`src/rtl/shift_add_multiplier.sv`:
```
// rtl/shift_add_multiplier.sv - sequential shift-and-add multiplier, unsigned or signed per operation
// Multiplies operand magnitudes over WIDTH add/shift pairs, then applies the sign in a final FIX step.
module shift_add_multiplier #(
    parameter int WIDTH = 8,
    localparam int CW = $clog2(WIDTH)
) (
    input  logic                 clk,
    input  logic                 rst,
    input  logic                 st,
    input  logic                 sgn,
    input  logic [WIDTH-1:0]     a,
    input  logic [WIDTH-1:0]     b,
    output logic [2*WIDTH-1:0]   product,
    output logic                 idle,
    output logic                 busy,
    output logic                 load,
    output logic                 done
);

    typedef enum logic [2:0] {
        S_IDLE,
        S_ADD,
        S_SHIFT,
        S_FIX,
        S_DONE
    } state_t;

    localparam logic [CW-1:0] LAST = CW'(WIDTH - 1);

    state_t             state;
    state_t             state_nxt;
    logic [2*WIDTH:0]   acc;
    logic [WIDTH-1:0]   mcand;
    logic [CW-1:0]      count;
    logic               neg;

    logic [WIDTH-1:0]   mag_a;
    logic [WIDTH-1:0]   mag_b;
    logic [WIDTH:0]     sum;
    logic [2*WIDTH-1:0] raw;

    // -2^(WIDTH-1) negates to itself, which is the correct unsigned magnitude
    assign mag_a = (sgn && a[WIDTH-1]) ? (~a + WIDTH'(1)) : a;
    assign mag_b = (sgn && b[WIDTH-1]) ? (~b + WIDTH'(1)) : b;
    assign sum   = {1'b0, acc[2*WIDTH-1:WIDTH]} + {1'b0, mcand};
    assign raw   = acc[2*WIDTH-1:0];

    always_ff @(posedge clk or posedge rst) begin
        if (rst) begin
            state <= S_IDLE;
        end else begin
            state <= state_nxt;
        end
    end

    always_comb begin
        state_nxt = state;
        case (state)
            S_IDLE:  state_nxt = st ? S_ADD : S_IDLE;
            S_ADD:   state_nxt = S_SHIFT;
            S_SHIFT: state_nxt = (count == LAST) ? S_FIX : S_ADD;
            S_FIX:   state_nxt = S_DONE;
            S_DONE:  state_nxt = S_IDLE;
            default: state_nxt = S_IDLE;
        endcase
    end

    always_ff @(posedge clk or posedge rst) begin
        if (rst) begin
            acc     <= '0;
            mcand   <= '0;
            count   <= '0;
            neg     <= 1'b0;
            product <= '0;
            load    <= 1'b0;
        end else begin
            load <= 1'b0;
            case (state)
                S_IDLE: begin
                    if (st) begin
                        mcand <= mag_a;
                        acc   <= {{(WIDTH+1){1'b0}}, mag_b};
                        neg   <= sgn & (a[WIDTH-1] ^ b[WIDTH-1]);
                        count <= '0;
                        load  <= 1'b1;
                    end
                end
                S_ADD: begin
                    if (acc[0]) begin
                        acc[2*WIDTH:WIDTH] <= sum;
                    end
                end
                S_SHIFT: begin
                    acc   <= acc >> 1;
                    count <= count + CW'(1);
                end
                S_FIX: begin
                    // negating zero gives zero, so a signed zero result is never -0
                    product <= neg ? (~raw + (2*WIDTH)'(1)) : raw;
                end
                default: ;
            endcase
        end
    end

    assign idle = (state == S_IDLE);
    assign busy = (state == S_ADD) || (state == S_SHIFT) || (state == S_FIX);
    assign done = (state == S_DONE);

endmodule
```
`config.mk`:
```
export PLATFORM = sky130hd
export DESIGN_NAME = shift_add_multiplier
export DESIGN_NICKNAME = d
export VERILOG_FILES = /design/src/rtl/shift_add_multiplier.sv
export SDC_FILE = /design/constraint.sdc
export NUM_CORES = 1
export LEC_CHECK = 0
export CAP_MARGIN = 5
export CELL_PAD_IN_SITES_DETAIL_PLACEMENT = 2
export CELL_PAD_IN_SITES_GLOBAL_PLACEMENT = 2
export CORE_ASPECT_RATIO = 1.1
export CORE_UTILIZATION = 30
export DETAILED_ROUTE_END_ITERATION = 6
export PLACE_DENSITY = 0.85
export SYNTH_ARGS = -nofsm -noshare
export SYNTH_HDL_FRONTEND = slang
export SYNTH_SLANG_ARGS = --single-unit
```
`constraint.sdc`:
```
create_clock -name clk -period 2 [get_ports clk]
set_input_delay 0.3 -clock clk [delete_from_list [all_inputs] [get_ports clk]]
set_output_delay 0.3 -clock clk [all_outputs]
set_load 0.03 [all_outputs]
```
==> impl_metrics.ini <==
[power]
power.leakage_nw = 1.62
power_mw = 5.96
ir_worst_vdd_uv = 380
power_density_nw_per_um2 = 1620

[finish]
fin_nets = 404
fill_cells = 1046
layout_commonest_cell = nand2_1
area_growth_pct = 27.8
diodes = 0
drive_gt1_share_pct = 15.1
final_cell_mix = nand2_1 (54), dfrtp_1 (47), o21ai_0 (39)
finalNonFillerCells = 487

[yosys]
synth_cell_types = 49
synth-edff-count = 0
synth_cells = 314
ys_warn_count = 0
async_flop_share_pct = 100
synthesis.nets = 348
syn_area_um2 = 2880
ys.flop_type = dfrtp_1
seq_area_frac_synth_pct = 42.6
syn_area_per_cell_um2 = 9.18
ys_seq_elements = 49

[timing]
hold_viol = 0
clock_skew_ns = 0.00482
tns_ns = -0.0925
period_minus_slack_ns = 2.05
setup_viol = 2
min_period_over_period_pct = 103
worst_pin_slew_ns = 0.643
fin_ws_ns = -0.0528
rsz0062_at_grt = true
maxSlewViolCount = 0
clock.fmax_mhz = 487
slew_headroom_pct = 57.2

[detailed_routing]
num_vias = 2526
drcViolationCount = 0
wl_mm = 8.79
drt_iter0_drc = 87
dr.pass1.iters = 4
wire_per_inst_um = 18.1
avgViaCountPerCell = 5.19
ant_nets = 0

[clock_tree]
ctsHoldBuffers = 0
clk_latency_ns = 0.30
cts_max_path_buffers = 2
numCtsBuffers = 5
tritoncts = yes
htreeDepth = 2
path_clk_slew_ns = 0.09
clock_sinks = 49
cts_root_buf = clkbuf_8

[place]
dp.cells = 478
dp_slack_ns = -0.0868
gp_congestion = 0.746
dpl.hpwl_mm = 6.32
port_buffers = 39

[floorplanning]
rows = 37
die_area_um2 = 10000
die_width_um = 95.4
pin_count = 40
core_um2 = 9350
die_y_um = 105
start_util_pct = 30.8

[run_status]
status = complete, but fails checks
violations = negative setup slack

[global_routing]
grt_usage_pct = 18.1
grt-ovfl-total = 0
antenna_found_initial = 0
grt_max_degree = 33
grt_pass1_wl_mm = 13.9
grt_pass1_vias = 2763

[setup_path]
crit_required_ns = 2.23
cp-start-kind = flop
critical_path_arrival_ns = 2.28
critPathBufInv = 0
critical_path_class = flop to flop
critPathMaxFanout = 2
worst-path-stages = 7
path_cells = ha_4 > fa_2 > a211oi_4 > o21ai_2 > and3_4 > o31a_1 > o21ai_1
reg2reg_depth = 7
slowest_delay_ns = 0.43
critPathTopFamily = compound AO/OA/AOI/OAI gates
end_kind = flop
slowest_stage = dfrtp_2

[flow_run]
cap_violations = 0

[hold_path]
hp-class = input port to async pin
-- Yosys cell counts, types with 2 or more instances --
cell type / instances / area [µm²]
nand2_1: 54 / 203
dfrtp_1: 49 / 1230
o21ai_0: 42 / 210
nor2_1: 17 / 63.8
xor2_1: 16 / 140
a21oi_1: 14 / 70.1
ha_1: 13 / 163
xnor2_1: 11 / 96.3
a22oi_1: 10 / 75.1
inv_1: 9 / 33.8
nand3_1: 7 / 35.0
clkbuf_1: 6 / 22.5
buf_2: 5 / 25.0
nor3_1: 5 / 25.0
o21ai_1: 5 / 25.0
a211oi_1: 4 / 30.0
a21o_1: 3 / 22.5
mux2i_1: 3 / 30.0
o31ai_1: 3 / 22.5
and2_1: 2 / 12.5
nand3b_1: 2 / 15.0
nor2b_1: 2 / 12.5
nor4_1: 2 / 12.5
nor4_4: 2 / 42.5
o31ai_2: 2 / 25.0
o41ai_2: 2 / 32.5
or3_1: 2 / 12.5
-- per-stage QoR --
stage	util (%)	hold WS [ns]	instance area, µm²
CTS	38.9	0.411	3640
detailed placement	37.8	0.479	3540
global placement	37.8	0.466	3540
floorplan	-	0.436	2890
global route	39.4	0.442	3680
finish	39.4	0.394	3680
-- cells by family (layout without fill, tap and decap cells) --
kind of cell	after synthesis	after routing	share of synthesized area [%]
flip-flops	49	49	42.6
buffers and inverters	23	79	3.52
multiplexers	3	3	1.04
adder cells (fa/ha/maj)	14	14	6.34
XOR/XNOR	27	27	8.21
AND/OR/NAND/NOR	103	103	17.3
AO/OA/AOI/OAI	95	95	21.1
-- timing repair --
action / in CTS / in global routing
buffers inserted: 2 / 0
pin swaps: 2 / 8
setup endpoints to repair: 6 / 5
resized for setup: 7 / 9
-- cell type report --
class                      instances  area [µm²]  share of cell area [%]
multi-input combinational        242        1610                    43.7
sequential                        49        1230                    33.4
timing repair buffer              62         576                    15.6
tap                              117         146                    3.97
clock buffer                       7        86.3                    2.34
inverter                          10        37.5                    1.02
-- routing by layer --
metal	up-vias	part of all wire [%]	global-route usage [%]
li1	1212	-	-
met1	1249	42	21.8
met2	48	53	33.3
met3	17	2.2	1.82
met4	0	2.6	4.80
met5	-	0	0
-- registers in the layout (all words and copies together) (netlist names) --
| name | cells |
|---|---|
| state | 3 |
| mcand | 8 |
| product | 16 |
| load | 1 |
| acc | 17 |
| count | 3 |
| neg | 1 |
-- final timing paths --
path / end / slack, ns / startpoint
min in group clk: product[11] / 0.49 / product[11]
min: product[15] / 0.39 / rst
max reg2reg: acc[14] / -0.05 / acc[8]
min reg2reg: product[11] / 0.49 / product[11]
max in group asynchronous: state[1] / 1.05 / rst
max: acc[14] / -0.05 / acc[8]
-- power breakdown --
part	switching [mW]	internal, mW
Combinational	2.03	1.43
Clock	0.323	0.275
Sequential	0.486	1.42
Total	2.83	3.13
Note: power is estimated with default switching activity, not from simulation.
